File: src/rtl/fp_pkg.sv
// Shared binary32 constants, FSM state and operand class encodings for the FP datapath blocks.
package fp_pkg;
  localparam int BIAS   = 127;
  localparam int EXP_W  = 8;
  localparam int FRAC_W = 23;

  localparam logic [31:0] INT_MAX = 32'h7FFF_FFFF;
  localparam logic [31:0] INT_MIN = 32'h8000_0000;

  typedef enum logic [1:0] {
    S_IDLE,
    S_SHIFT,
    S_ROUND,
    S_DONE
  } state_t;

  typedef enum logic [2:0] {
    FP_ZERO,
    FP_DENORM,
    FP_NORMAL,
    FP_INF,
    FP_NAN
  } fp_class_t;
endpackage

File: src/rtl/fp_unpack.sv
// Combinational binary32 field split: sign, significand with hidden bit, unbiased exponent, class.
module fp_unpack
  import fp_pkg::*;
(
  input  logic              i_a,
  input  logic [30:0]       i_mag_bits,
  output logic              o_sign,
  output logic [FRAC_W:0]   o_mant,
  output logic signed [9:0] o_e,
  output logic [2:0]        o_class
);
  logic [EXP_W-1:0]  w_exp;
  logic [FRAC_W-1:0] w_frac;
  logic              w_hidden;
  fp_class_t         w_cls;

  assign w_exp    = i_mag_bits[30:23];
  assign w_frac   = i_mag_bits[22:0];
  assign w_hidden = (w_exp != '0);
  assign o_sign   = i_a;
  assign o_mant   = {w_hidden, w_frac};
  assign o_e      = $signed({2'b00, w_exp}) - 10'(BIAS);

  always_comb begin
    w_cls = FP_NORMAL;
    if (w_exp == '1)
      w_cls = (w_frac != '0) ? FP_NAN : FP_INF;
    else if (w_exp == '0)
      w_cls = (w_frac != '0) ? FP_DENORM : FP_ZERO;
  end

  assign o_class = w_cls;
endmodule

File: src/rtl/fp_to_int.sv
// binary32 -> int32 converter, round-to-nearest-even, one significand bit shifted per cycle.
// state | meaning: IDLE accept operand | SHIFT align significand | ROUND apply RNE, sign | DONE hold result
module fp_to_int
  import fp_pkg::*;
(
  input  logic        clk,
  input  logic        rst,
  input  logic        in_valid,
  output logic        in_ready,
  input  logic [31:0] a,
  output logic        out_valid,
  input  logic        out_ready,
  output logic [31:0] res,
  output logic        ovf,
  output logic        inexact
);
  localparam logic [31:0] NEG_2P31 = 32'hCF00_0000;

  state_t      r_state;
  logic [4:0]  r_count;
  logic [31:0] r_mag;
  logic        r_sign;
  logic        r_dir_right;
  logic        r_guard;
  logic        r_sticky;
  logic [31:0] r_res;
  logic        r_ovf;
  logic        r_inexact;
  logic        r_out_valid;

  logic              w_sign;
  logic [FRAC_W:0]   w_mant;
  logic signed [9:0] w_e;
  logic [2:0]        w_class;
  logic              w_right;
  logic [4:0]        w_cnt;
  logic              w_inc;
  logic [31:0]       w_mag_rnd;

  fp_unpack u_unpack (
    .i_a        (a[31]),
    .i_mag_bits (a[30:0]),
    .o_sign     (w_sign),
    .o_mant     (w_mant),
    .o_e        (w_e),
    .o_class    (w_class)
  );

  // Only -1 <= E <= 30 reaches this count, so 5-bit modular arithmetic is exact.
  assign w_right   = (w_e < 10'sd23);
  assign w_cnt     = w_right ? (5'd23 - w_e[4:0]) : (w_e[4:0] - 5'd23);
  assign w_inc     = r_guard & (r_sticky | r_mag[0]);
  assign w_mag_rnd = r_mag + {31'b0, w_inc};

  assign in_ready  = (r_state == S_IDLE);
  assign out_valid = r_out_valid;
  assign res       = r_res;
  assign ovf       = r_ovf;
  assign inexact   = r_inexact;

  always_ff @(posedge clk or posedge rst) begin
    if (rst) begin
      r_state     <= S_IDLE;
      r_count     <= '0;
      r_mag       <= '0;
      r_sign      <= 1'b0;
      r_dir_right <= 1'b0;
      r_guard     <= 1'b0;
      r_sticky    <= 1'b0;
      r_res       <= '0;
      r_ovf       <= 1'b0;
      r_inexact   <= 1'b0;
      r_out_valid <= 1'b0;
    end else begin
      case (r_state)
        S_IDLE: if (in_valid) begin
          r_sign      <= w_sign;
          r_guard     <= 1'b0;
          r_sticky    <= 1'b0;
          r_ovf       <= 1'b0;
          r_inexact   <= 1'b0;
          r_mag       <= {8'b0, w_mant};
          r_dir_right <= w_right;
          r_count     <= '0;
          if (a == NEG_2P31) begin
            r_res       <= INT_MIN;
            r_out_valid <= 1'b1;
            r_state     <= S_DONE;
          end else if (w_class == FP_NAN) begin
            r_res       <= INT_MAX;
            r_ovf       <= 1'b1;
            r_out_valid <= 1'b1;
            r_state     <= S_DONE;
          end else if (w_class == FP_INF || w_e >= 10'sd31) begin
            r_res       <= w_sign ? INT_MIN : INT_MAX;
            r_ovf       <= 1'b1;
            r_out_valid <= 1'b1;
            r_state     <= S_DONE;
          end else if (w_e <= -10'sd2) begin
            r_res       <= '0;
            r_inexact   <= (w_class != FP_ZERO);
            r_out_valid <= 1'b1;
            r_state     <= S_DONE;
          end else begin
            r_count <= w_cnt;
            r_state <= (w_cnt == 5'd0) ? S_ROUND : S_SHIFT;
          end
        end
        S_SHIFT: begin
          if (r_dir_right) begin
            r_mag    <= r_mag >> 1;
            r_guard  <= r_mag[0];
            r_sticky <= r_sticky | r_guard;
          end else begin
            r_mag <= r_mag << 1;
          end
          r_count <= r_count - 5'd1;
          if (r_count == 5'd1) r_state <= S_ROUND;
        end
        S_ROUND: begin
          r_res       <= r_sign ? -w_mag_rnd : w_mag_rnd;
          r_inexact   <= r_guard | r_sticky;
          r_out_valid <= 1'b1;
          r_state     <= S_DONE;
        end
        S_DONE: if (out_ready) begin
          r_out_valid <= 1'b0;
          r_state     <= S_IDLE;
        end
        default: r_state <= S_IDLE;
      endcase
    end
  end
endmodule

File: config.mk
export PLATFORM = sky130hd
export DESIGN_NAME = fp_to_int
export DESIGN_NICKNAME = d
export VERILOG_FILES = /design/src/rtl/fp_pkg.sv /design/src/rtl/fp_unpack.sv /design/src/rtl/fp_to_int.sv
export SDC_FILE = /design/constraint.sdc
export NUM_CORES = 1
export LEC_CHECK = 0
export ABC_CLOCK_PERIOD_IN_PS = 3700
export BUFFER_PORTS_ARGS = -buffer_cell sky130_fd_sc_hd__buf_2
export CAP_MARGIN = 20
export CELL_PAD_IN_SITES_DETAIL_PLACEMENT = 1
export CELL_PAD_IN_SITES_GLOBAL_PLACEMENT = 1
export CORE_MARGIN = 4
export CORE_UTILIZATION = 45
export CTS_CLUSTER_SIZE = 28
export DETAILED_ROUTE_END_ITERATION = 8
export PLACE_DENSITY_LB_ADDON = 0.1
export REMOVE_ABC_BUFFERS = 1
export SLEW_MARGIN = 20
export SYNTH_ARGS = -nofsm -noshare
export SYNTH_HDL_FRONTEND = slang
export SYNTH_SLANG_ARGS = --single-unit
File: constraint.sdc
create_clock -name clk -period 3.7 [get_ports clk]
set_input_delay 0.185 -clock clk [delete_from_list [all_inputs] [get_ports clk]]
set_output_delay 0.185 -clock clk [all_outputs]
set_load 0.1 [all_outputs]
=== Word level (Yosys, flattened, before mapping) ===
Index checks and enable logic that the tools add are counted.

* Input port bits: 36
* Bits in registers: 78
* Logic and storage cells: 105
* Output and inout port bits: 36

* Reduce and logical (&&, ||, !) cells: 17
* $lt $le $gt $ge: 3
* Muxes and demuxes: 52
* Add/sub/neg operators: 6
* Equal/unequal tests: 13
* Bitwise logic cells: 3

{| class="wikitable"
|+ Operators by type and width
! kind !! number
|-
| 2-to-1 mux 32 bit || 9
|-
| case mux 32 bit (2 select lines) || 2
|-
| adder 32 x 1 -> 32 bit || 1
|-
| equality test 32 bit (second input constant) || 1
|-
| negator 32 bit || 1
|-
| 2-to-1 mux 5 bit || 6
|-
| nonzero test 23 bit || 1
|-
| 2-to-1 mux 1 bit || 18
|-
| 2-to-1 mux 2 bit || 8
|-
| >= comparator 10 x 6 -> 1 bit (second input constant) || 1
|-
| less-or-equal comparator 10 x 2 -> 1 bit (second input constant) || 1
|-
| less-than comparator 10 x 6 -> 1 bit (second input constant) || 1
|-
| case mux 5 bit (2 select lines) || 1
|-
| 2-to-1 mux 3 bit || 3
|-
| AND reduction 3 bit || 3
|-
| subtractor 8 x 7 -> 9 bit (second input constant) || 1
|-
| equality test 8 bit (second input constant) || 1
|-
| logical NOT 8 bit || 1
|-
| != test 2 bit (second input constant) || 4
|-
| case mux 2 bit (4 select lines) || 1
|-
| nonzero test 8 bit || 1
|-
| case mux 1 bit (2 select lines) || 3
|-
| AND reduction 2 bit || 3
|-
| nonzero test 3 bit || 2
|-
| 17 further kinds || 20
|}

=== Depth between registers and ports, before layout ===
Gate-level depths: netlist of run 1.

* Depth in word-level cells: 11
* Gate-level depth with buffers: 16
* Depth with buffers taken out: 13

=== Modules after synthesis ===
From an unflattened synthesis of run 1, not the netlist that was laid out.

* Cell total of the unflattened synthesis: 808
* Area total of the unflattened synthesis: 6243.5 um^2

{| class="wikitable"
|+ Modules (own cells, without submodules)
! module !! instances !! area an instance (um^2) !! seq. area each (um^2) !! cells an instance
|-
| fp_to_int || 1 || 5814.3 || 1951.9 || 745
|-
| fp_unpack || 1 || 429.2 || 0.0 || 63
|}

=== Worst setup path after synthesis of run 1 ===
OpenSTA, ideal clock, no wires.

* Kind: register to register
* Start point: reg r_mag[0]
* End point: reg r_res[23] (netlist: res[23])
* Clock period less this slack: 3.368 ns
* Data required time: 3.574 ns
* Cell stages (with the launch flop): 15
* Arrival time: 3.242 ns
* Setup time: 0.126 ns
* Path slack: 0.332 ns
* Buffers on the path: 2
* Cell sequence: dfrtp_1 > nor2_1 > nor2_1 > ha_1 > ha_1 > buf_2 > and3_2 > buf_2 > a21o_1 > a2111oi_4 > o211ai_2 > nor4_4 > nand3_2 > and4_1 > o32a_1

* Cells in the longest elaborated chain, start to end: 6

{| class="wikitable"
|+ Ends and longest elaborated chain
! what !! line !! RTL
|-
| start, declared || fp_to_int.sv:21 || <nowiki>logic [31:0] r_mag;</nowiki>
|-
| start signal, assigned || fp_to_int.sv:82 || <nowiki>r_mag <= {8'b0, w_mant};</nowiki>
|-
| start signal, assigned || fp_to_int.sv:111 || <nowiki>r_mag <= r_mag >> 1;</nowiki>
|-
| start signal, assigned || fp_to_int.sv:115 || <nowiki>r_mag <= r_mag << 1;</nowiki>
|-
| OR 1 bit || fp_to_int.sv:52 || <nowiki>assign w_inc = r_guard & (r_sticky | r_mag[0]);</nowiki>
|-
| bitwise AND 1 bit || fp_to_int.sv:52 ||
|-
| adder 32 x 1 -> 32 bit (*) || fp_to_int.sv:53 || <nowiki>assign w_mag_rnd = r_mag + {31'b0, w_inc};</nowiki>
|-
| negator 32 bit || fp_to_int.sv:121 || <nowiki>r_res <= r_sign ? -w_mag_rnd : w_mag_rnd;</nowiki>
|-
| 2-to-1 mux 32 bit (*) || fp_to_int.sv:121 ||
|-
| case mux 32 bit (2 select lines) (*) || fp_to_int.sv:75 || <nowiki>case (r_state)</nowiki>
|-
| end signal, assigned || fp_to_int.sv:95 || <nowiki>r_res <= w_sign ? INT_MIN : INT_MAX;</nowiki>
|-
| end signal, assigned || fp_to_int.sv:121 ||
|-
| end, declared || fp_to_int.sv:26 || <nowiki>logic [31:0] r_res;</nowiki>
|}

Every way passes the cells marked *; elsewhere a longest branch is shown, timed or not.
A chain may end at the register's enable or synchronous reset.

=== Worst setup path in the final report of run 1 ===
Same ends and word-level chain as after synthesis.

==> qor.yml, run 1 <==
outcome:
  outcome: "completed"
layout:
  layout_commonest_cell: "dfrtp_1"
  final_util_pct: 52.06
  final_cell_count_no_fill: 1020
  drive_gt1_share_pct: 19.05
  syn2layout_area_growth_pct: 13.19
  layout_common_cells: "78 x dfrtp_1, 76 x nor2_1, 72 x nand2_1"
  n_antenna_cell: 0
  nNetsFinal: 888
power:
  p_clk_share_pct: 10.6
  combPwrFrac_pct: 66.9
  p_int_uw: 3223
  power_frac_seq_pct: 22.5
  ir_drop_uv: 468.7
  power.leakage_uw: 0.002954
  p_switching_uw: 4437
  p_per_area_nw_per_um2: 1060
  swShare_pct: 57.92
clocking:
  cts_num_sinks: 78
  cts.path.max_buffers: 2
  cts_tree: "done"
  clk_latency_ps: 350
  cts_buffers: 9
  cts-root-buf: "clkbuf_16"
  cts.htree.levels: 3
  clkSlewWorstSetupHoldPaths_ps: 60
worst_setup_path:
  cpLargestDelayFamily: "simple AND/OR/NAND/NOR gates"
  critPathBufInv: 1
  worstSetupPathType: "register to register"
  cp-end-kind: "register"
  crit_fanout: 6
  startpoint_type: "register"
  path_cells: "nor2_1 > nor2_1 > ha_1 > ha_1 > buf_4 > xor2_1 > or3_1 > a211oi_2 > o211ai_2 > nor4_4 > nand3_2 > and4_1 > o32a_1"
  arrival_ps: 3780
  cp_slowest_cell: "nor4_4"
  max_stage_delay_ps: 490
  critPathRequiredTime_ps: 3930
route:
  firstDrtPassIters: 5
  highest_layer: "met4"
  wirelength_um: 20170
  wl_met3_um: 732
  wl_per_cell_um: 19.77
  postRouteAntennaNets: 0
  drc: 0
  drt-initial-drc-count: 357
  dr_wl_met2_um: 9403
  vias: 6191
  met1Wirelength_um: 9694
  vias_per_cell: 6.070
synthesis:
  yosys.area_share.adder_pct: 2.744
  avgSynthCellArea_um2: 8.091
  syn_inst: 789
  synthMuxAreaShare_pct: 6.978
  yosys.area_share.simple_pct: 22.64
  async_flop_share_pct: 100.0
  synth_xor_xnor_area_share_pct: 7.958
  synth_area_um2: 6384
  yosysTopAreaCell: "dfrtp_1"
  synth_compound_area_share_pct: 22.62
  synth_edf_count: 0
  yosysWarnings: 0
  ys_seq_area_share_pct: 30.58
  yosysTopAreaCellShare_pct: 30.58
  synth_top_family_by_area: "simple AND/OR/NAND/NOR gates"
  synthTopCellsByArea: "dfrtp_1 31%, mux2i_1 6.3%, xnor2_1 5.2%, a21oi_1 5.2%, o21ai_0 4.7%"
  ys_ff_latch: 78
  synth_flop_cell: "dfrtp_1"
  ys_types: 79
die:
  die_area_um2: 16160
  dieWidth_um: 127.1
  core_area_um2: 13880
  start_util_pct: 45.99
  die_h_um: 127.1
  rows: 43
  num_io_pins: 72
grt:
  antenna_found_initial: 0
  grt_overflow_total: 0
  grt_pass1_vias: 6196
  grt_max_degree: 52
  grt_pass1_wl_um: 32880
  track_usage_pct: 25.08
sta:
  drv_slew: 0
  holdWs_ps: 130.4
  skew_ps: 9.421
  setup_ws_ps: 149.4
  hold_violations: 0
  post-route-period-util_pct: 95.96
  rsz0062_at_grt: "yes"
  max_freq_ghz: 0.2816
  tightest_slew_ps: 951.7
  period_minus_slack_ps: 3551
  setup_viol: 0
  relSlewSlack_pct: 35.88
flow_run:
  maxCapViolCount: 0
placed_design:
  port_buffers: 71
  place_ws_ps: 86.29
  gp_congestion: 0.8991
  dp.cells: 1003
  hpwl_um: 15010
hold_path:
  hold_path.class: "input pin to register"
==> routing by layer <==
layer  vias up  global-route usage [%]
li1       2943                       -
met5         -                       0
met1      3095                   35.84
met3        22                   2.926
met2       131                   39.91
met4         0                   7.760
==> worst reg2reg max path, cell delays in order, from the launching register on <==
cell and delay, ps:
dfrtp_1 440, nor2_1 110, nor2_1 50, ha_1 250, ha_1 260, buf_4 170
xor2_1 160, or3_1 410, a211oi_2 250, o211ai_2 220, nor4_4 490, nand3_2 120
and4_1 210, o32a_1 280
==> stage by stage <==
stage               TNS [ps]  total power, uW  cell area, um2
CTS                        0             7661            7171
detailed placement         0             6804            6905
global route          -31.77             8186            7226
finish                     0             7660            7226
global placement           0             6656            6905
floorplan              -7576             5502            6060
==> path summary, 6_finish.rpt <==
check	end	cells past startpoint	startpoint	slack, ps
max	res[23]	13	r_mag[0]	150
min	r_sign	2	a[31]	130
max reg2reg	res[23]	13	r_mag[0]	150
min reg2reg	r_dir_right	2	r_dir_right	480
max in group asynchronous	r_mag[31]	4	rst	2200
min in group asynchronous	res[30]	3	rst	510
==> cells by family after synthesis <==
family	after synthesis
AND/OR/NAND/NOR	279
AO/OA/AOI/OAI	222
buffers and inverters	94
flip-flops	78
XOR/XNOR	58
multiplexers	44
adder cells (fa/ha/maj)	14
==> repair_timing <==
item                       4_1_cts  5_1_grt
hold endpoints to repair        29        0
hold buffers                     1        0
gates resized for setup          0        5
setup endpoints to repair        0       11
setup buffers                    0        2
==> flip-flops by register name (all words and copies together) (netlist names), 2 cells and up <==
name and count:
r_mag 32, res 32, r_count 5, r_state 2
==> power by group through the flow <==
stage | clock network [uW] | logic, uW | registers, uW
3_5_place_dp | 0 | 5070 | 1730
4_1_cts | 834 | 5110 | 1720
2_1_floorplan | 0 | 2360 | 3140
6_report | 812 | 5130 | 1720
3_3_place_gp | 0 | 4960 | 1690
5_1_grt | 872 | 5530 | 1780
==> synth_stat cells (3+ instances only) <==
cell type,n
a41oi_1,5
buf_1,7
nand4_1,15
a211oi_1,9
nor3_2,4
nand2b_1,5
a21oi_1,66
or4_1,4
o21a_1,4
and4_1,5
nand2_1,72
a211oi_2,3
o211ai_1,9
mux2_2,4
nor2_1,76
or4_4,3
o22a_1,4
buf_2,18
o22ai_1,8
or2_2,5
o211a_1,4
clkbuf_1,36
or3_1,6
o21ai_0,60
nand3_1,22
xnor2_1,38
ha_1,14
buf_4,6
a21o_1,6
mux2i_1,40
o31ai_1,5
inv_1,23
nor4_1,13
a31oi_1,12
xor2_1,20
dfrtp_1,78
nor3_1,20
and3_1,8
==> layout make-up <==
cell class,count,area (um2)
clock buffers,12,246.5
clock inverters,1,8.758
fillers,1714,6655
inverters,24,91.34
multi-input cells,618,4061
flip-flops and latches,78,1952
well taps,180,225.2
repair buffers,107,640.6
No activity file was read; power rests on OpenSTA's default activity.
==> run 2: changes to the inputs <==
- ABC_CLOCK_PERIOD_IN_PS: 3700 -> 3500
- clock period: 3.7 -> 3.5 ns (I/O delays scaled with it)
==> qor.yml, run 2 (synthesis results as in run 1) <==
die:
  die_area_um2: 16160  # unchanged
  num_io_pins: 72  # unchanged
  core_area_um2: 13880  # unchanged
  rows: 43  # unchanged
  start_util_pct: 45.99  # unchanged
  die_h_um: 127.1  # unchanged
  dieWidth_um: 127.1  # unchanged
layout:
  nNetsFinal: 899  # was 888
  n_antenna_cell: 0  # unchanged
  fill_cells: 1712  # was 1714
  regArea_um2: 1953  # was 1952 um2
  final_cell_count_no_fill: 1034  # was 1020
  layout_common_cells: "77 x dfrtp_1, 75 x nor2_1, 72 x nand2_1"  # was 78 x dfrtp_1, 76 x nor2_1, 72 x nand2_1
  syn2layout_area_growth_pct: 16.78  # was 13.19%
  layout_commonest_cell: "dfrtp_1"  # unchanged
  drive_gt1_share_pct: 21.08  # was 19.05%
  multiInputGateArea_um2: 4091  # was 4061 um2
worst_setup_path:
  rrSetupSlack_ps: 160  # was 150 ps
  critPathRequiredTime_ps: 3710  # was 3930 ps
  cp-endpoint: "res[27]"  # was res[23]
  r2r_start: "r_sticky"  # was r_mag[0]
  crit_fanout: 10  # was 6
  r2r_end: "res[27]"  # was res[23]
  worstSetupPathType: "register to register"  # unchanged
  startpoint: "r_sticky"  # was r_mag[0]
  cp-end-kind: "register"  # unchanged
  r2r_cells: 13  # unchanged
  arrival_ps: 3550  # was 3780 ps
  startpoint_type: "register"  # unchanged
route:
  drc: 0  # unchanged
  postRouteAntennaNets: 0  # unchanged
  wirelength_um: 20870  # was 20170 um
  drt-initial-drc-count: 457  # was 357
  met1Wirelength_um: 9969  # was 9694 um
  wl_met3_um: 856  # was 732 um
  highest_layer: "met4"  # unchanged
  dr_wl_met2_um: 9674  # was 9403 um
  vias_per_cell: 6.111  # was 6.070
  firstDrtPassIters: 5  # unchanged
  vias: 6319  # was 6191
  wl_per_cell_um: 20.18  # was 19.77 um
placed_design:
  dp.cells: 1013  # was 1003
  place_ws_ps: -36.00  # was 86.29 ps
  gp_congestion: 0.9022  # was 0.8991
  port_buffers: 71  # unchanged
  hpwl_um: 15500  # was 15010 um
hold_path:
  hold_path.class: "input pin to register"  # unchanged
  min_path_cells: 3  # was 2
clocking:
  cts_tree: "done"  # unchanged
  cts.path.max_buffers: 2  # unchanged
  clkSlewWorstSetupHoldPaths_ps: 70  # was 60 ps
  cts.htree.levels: 3  # unchanged
  clk_latency_ps: 350  # about the same
  cts_buffers: 9  # unchanged
  cts-root-buf: "clkbuf_16"  # unchanged
  cts_num_sinks: 78  # unchanged
sta:
  fin_tns_setup_ps: 0  # unchanged
  tightest_slew_ps: 1034  # was 951.7 ps
  hold_violations: 0  # unchanged
  drv_slew: 0  # unchanged
  skew_ps: 5.917  # was 9.421 ps
  max_freq_ghz: 0.2991  # was 0.2816 GHz
  post-route-period-util_pct: 95.52  # was 95.96%
  period_minus_slack_ps: 3343  # was 3551 ps
  rsz0062_at_grt: "yes"  # unchanged
  relSlewSlack_pct: 31.07  # was 35.88%
  setup_viol: 0  # unchanged
  setup_ws_ps: 156.9  # was 149.4 ps
power:
  ir_drop_uv: 392.1  # was 468.7 uV
  combPwrFrac_pct: 65.8  # was 66.9%
  p_switching_uw: 4827  # was 4437 uW
  p_clk_share_pct: 13.1  # was 10.6%
  finalPower_uw: 8539  # was 7660 uW
  p_per_area_nw_per_um2: 1145  # was 1060 nW/um2
  swShare_pct: 56.53  # was 57.92%
  power_frac_seq_pct: 21.1  # was 22.5%
  power.leakage_uw: 0.003090  # was 0.002954 uW
  p_int_uw: 3712  # was 3223 uW
outcome:
  outcome: "completed"  # unchanged
grt:
  grt_pass1_wl_um: 33740  # was 32880 um
  grt_max_degree: 50  # was 52
  grt_pass1_vias: 6314  # was 6196
  track_usage_pct: 25.90  # was 25.08%
  grt_overflow_total: 0  # unchanged
  antenna_found_initial: 0  # unchanged
flow_run:
  maxCapViolCount: 0  # unchanged
[run 2: cell count changes in the layout (fill, tap and decap cells not counted), sizes merged]
cell,change
clkinv,+2
clkbuf,-3
buf,+12
nor4,-1
bufinv,+3
inv,+1
[run 2: power by group through the flow]
stage,Sequential [uW],Clock [uW],Combinational (uW)
floorplan,3320,0,2500
global placement,1760,0,5350
detailed placement,1800,0,5490
CTS,1790,1120,5550
global route,1860,1170,6040
finish,1800,1120,5620
[run 2: area by class of cell]
class	count	area share, %
Clock buffer	9	3.021
Clock inverter	7	1.628
Multi-Input combinational cell	617	54.88
Inverter	24	1.225
Sequential cell	78	26.20
Tap cell	180	3.021
Timing Repair Buffer	119	10.02
[run 2: how the worst min path moves through the flow]
stage | from | endpoint | slack [ps]
after floorplan | in_valid | r_mag[0] | 290
after CTS | a[31] | r_sign | 130
after detailed placement | rst | res[28] | 260
final | a[18] | r_mag[18] | 130
after global placement | rst | res[28] | 260
after global routing | a[31] | r_sign | 140
[run 2: timing repair]
action / CTS / global route
gates resized for setup: 0 / 16
buffers inserted: 0 / 4
hold endpoints to repair: 31 / 0
endpoints found under the setup margin: 0 / 14
hold buffers: 1 / 0
[run 2: layer usage]
metal	track usage [%]	vias up
li1	-	2965
met1	37.32	3177
met2	40.72	149
met3	3.763	28
met4	7.256	0
met5	0	-
[run 2: critical path, cell delays in order, from the launching register on]
cell and delay (ps):
dfrtp_1 410, nor2_1 70, nor2_1 100, ha_1 180, ha_2 220, nand3_4 140, or4_4 650, o311a_1 410
a211oi_4 250, a211oi_4 90, buf_4 170, a31oi_1 250, xnor2_1 160, a21oi_1 90
[run 2: through the flow]
stage          utilization (%)  hold WS (ps)  instance area [um2]
5_1_grt                  53.70         140.6                 7455
3_5_place_dp             50.38         262.8                 6993
6_report                 53.70         127.3                 7455
4_1_cts                  52.95         125.3                 7350
3_3_place_gp             50.38         255.8                 6993
2_1_floorplan                -         291.6                 6060
==> run 3: changes to the inputs <==
- PLACE_DENSITY: not set -> 0.85
- PLACE_DENSITY_LB_ADDON: 0.1 -> not set
==> qor.yml, run 3 (synthesis results as in run 1) <==
grt:
  grt_overflow_total: 0  # unchanged
  antenna_found_initial: 0  # unchanged
  grt_max_degree: 52  # was 50
  grt_pass1_vias: 6436  # was 6314
  track_usage_pct: 25.34  # was 25.90%
  grt_pass1_wl_um: 33440  # was 33740 um
route:
  postRouteAntennaNets: 0  # unchanged
  wl_per_cell_um: 19.60  # was 20.18 um
  vias: 6181  # was 6319
  drc: 0  # unchanged
  wirelength_um: 20050  # was 20870 um
  firstDrtPassIters: 5  # unchanged
  vias_per_cell: 6.042  # was 6.111
  drt-initial-drc-count: 431  # was 457
sta:
  drv_slew: 0  # unchanged
  tightest_slew_ps: 925.4  # was 1034 ps
  hold_violations: 16  # was 0
  max_freq_ghz: 0.2954  # was 0.2991 GHz
  setup_viol: 0  # unchanged
  relSlewSlack_pct: 38.31  # was 31.07%
  post-route-period-util_pct: 96.71  # was 95.52%
  rsz0062_at_grt: "yes"  # unchanged
  skew_ps: 8.430  # was 5.917 ps
  holdWs_ps: -21.31  # was 127.3 ps
  period_minus_slack_ps: 3385  # was 3343 ps
  fin_tns_setup_ps: 0  # unchanged
worst_setup_path:
  path_cells: "nor2_1 > nor2_1 > ha_1 > ha_2 > buf_4 > xor2_1 > or3_4 > a211oi_4 > o211ai_2 > nor4_4 > buf_4 > a41o_1 > nor3_1 > mux2_2"  # was nor2_1 > nor2_1 > ha_1 > ha_2 > nand3_4 > or4_4 > o311a_1 > a211oi_4 > a211oi_4 > buf_4 > a31oi_1 > xnor2_1 > a21oi_1
  cp.depth: 14  # was 13
  startpoint_type: "register"  # unchanged
  max_stage_delay_ps: 430  # was 650 ps
  r2r_end: "res[31]"  # was res[27]
  critPathRequiredTime_ps: 3730  # was 3710 ps
  cp-end-kind: "register"  # unchanged
  cp_slowest_cell: "or3_4"  # was or4_4
  worstSetupPathType: "register to register"  # unchanged
  crit_fanout: 6  # was 10
  arrival_ps: 3610  # was 3550 ps
  rrSetupSlack_ps: 120  # was 160 ps
  critPathBufInv: 2  # was 1
  cpLargestDelayFamily: "simple AND/OR/NAND/NOR gates"  # was compound AO/OA/AOI/OAI gates
  r2r_start: "r_sticky"  # unchanged
  r2r_cells: 14  # was 13
die:
  core_area_um2: 13880  # unchanged
  num_io_pins: 72  # unchanged
  start_util_pct: 45.99  # unchanged
  rows: 43  # unchanged
  die_area_um2: 16160  # unchanged
  die_h_um: 127.1  # unchanged
  dieWidth_um: 127.1  # unchanged
layout:
  layout_common_cells: "78 x dfrtp_1, 75 x nor2_1, 72 x nand2_1"  # was 77 x dfrtp_1, 75 x nor2_1, 72 x nand2_1
  final_util_pct: 52.57  # was 53.70%
  nNetsFinal: 888  # was 899
  syn2layout_area_growth_pct: 14.31  # was 16.78%
  layout_commonest_cell: "dfrtp_1"  # unchanged
  n_antenna_cell: 0  # unchanged
  drive_gt1_share_pct: 19.69  # was 21.08%
  post-route-cell-area_um2: 7297  # was 7455 um2
power:
  ir_drop_uv: 450.0  # was 392.1 uV
  p_per_area_nw_per_um2: 1135  # was 1145 nW/um2
  p_clk_share_pct: 12.4  # was 13.1%
  p_int_uw: 3557  # was 3712 uW
  swShare_pct: 57.07  # was 56.53%
  power_frac_seq_pct: 22.8  # was 21.1%
  power.leakage_uw: 0.002994  # was 0.003090 uW
  p_switching_uw: 4728  # was 4827 uW
  combPwrFrac_pct: 64.8  # was 65.8%
  finalPower_uw: 8284  # was 8539 uW
clocking:
  clkSlewWorstSetupHoldPaths_ps: 60  # was 70 ps
  clk_latency_ps: 350  # about the same
  cts.htree.levels: 3  # unchanged
  cts_buffers: 9  # unchanged
  cts_tree: "done"  # unchanged
  cts_num_sinks: 78  # unchanged
  ctsHoldBuffers: 0  # was 1
  cts-root-buf: "clkbuf_16"  # unchanged
  cts.path.max_buffers: 2  # unchanged
placed_design:
  hpwl_um: 14920  # was 15500 um
  port_buffers: 71  # unchanged
  placed_area_um2: 6915  # was 6993 um2
  gp_congestion: 0.8912  # was 0.9022
hold_path:
  hold_path.class: "input pin to async pin"  # was input pin to register
outcome:
  outcome: "finished, violations left"  # was completed
  failed_checks: "hold timing"
flow_run:
  maxCapViolCount: 0  # unchanged
run 3: cell count changes in the layout (fill, tap and decap cells not counted), sizes merged:
| cell | previous run | this run |
|---|---|---|
| clkinvlp | 0 | 1 |
| inv | 23 | 22 |
| clkinv | 5 | 2 |
| dlygate4sd3 | 1 | 0 |
| bufinv | 3 | 2 |
| buf | 118 | 108 |
| clkbuf | 9 | 13 |
run 3: how the worst max path moves through the flow:
stage | startpoint | endpoint | slack, ps
finish | r_sticky | res[31] | 120
global route | r_sticky | res[31] | -10
CTS | r_guard | res[19] | 5
detailed placement | r_guard | res[28] | 4
global placement | r_sticky | res[31] | 120
floorplan | r_state[0] | res[24] | -680
run 3: layout make-up:
| type | count | area [um2] |
|---|---|---|
| Timing Repair Buffer | 108 | 633.1 |
| Clock buffer | 13 | 250.2 |
| Multi-Input combinational cell | 617 | 4078 |
| Tap cell | 180 | 225.2 |
| Inverter | 24 | 91.34 |
| Fill cell | 1692 | 6584 |
| Clock inverter | 3 | 67.56 |
| Sequential cell | 78 | 1952 |
run 3: repair_timing:
| item | CTS | global route |
|---|---|---|
| gates resized for setup | 0 | 11 |
| endpoints found under the setup margin | 0 | 15 |
| endpoints found under the hold margin | 0 | 0 |
| setup buffers | 0 | 1 |
run 3: power groups by stage:
stage               Sequential (uW)  Combinational (uW)  Clock, uW
floorplan                      3320                2500          0
global placement               1850                5120          0
detailed placement             1890                5280          0
CTS                            1880                5330       1040
global route                   1960                5780       1090
finish                         1890                5370       1020
run 3: stage by stage:
stage                     instances  worst slack [ps]  hold WS (ps)
final                          1023             115.3        -21.31
after global routing           1023            -11.88         82.51
after CTS                      1022             4.520         32.21
after detailed placement       1006             3.634         393.3
after global placement         1006             121.4         377.4
after floorplan                 719            -678.5         291.6
run 3: per-layer routing:
metal,up-vias,GRT usage [%],share of wire [%]
li1,2934,-,-
met1,3051,35.18,46
met2,171,41.13,47
met3,25,3.470,5.1
met4,0,7.950,1.9
met5,-,0,0
run 3: worst register-to-register path, delay by kind of cell, from the launching register on:
kind | cells | cell delay (ps)
buffers and inverters | 2 | 370
AND/OR/NAND/NOR | 5 | 1030
multiplexers | 1 | 270
flip-flops | 1 | 420
adder cells (fa/ha/maj) | 2 | 400
XOR/XNOR | 1 | 190
AO/OA/AOI/OAI | 3 | 590
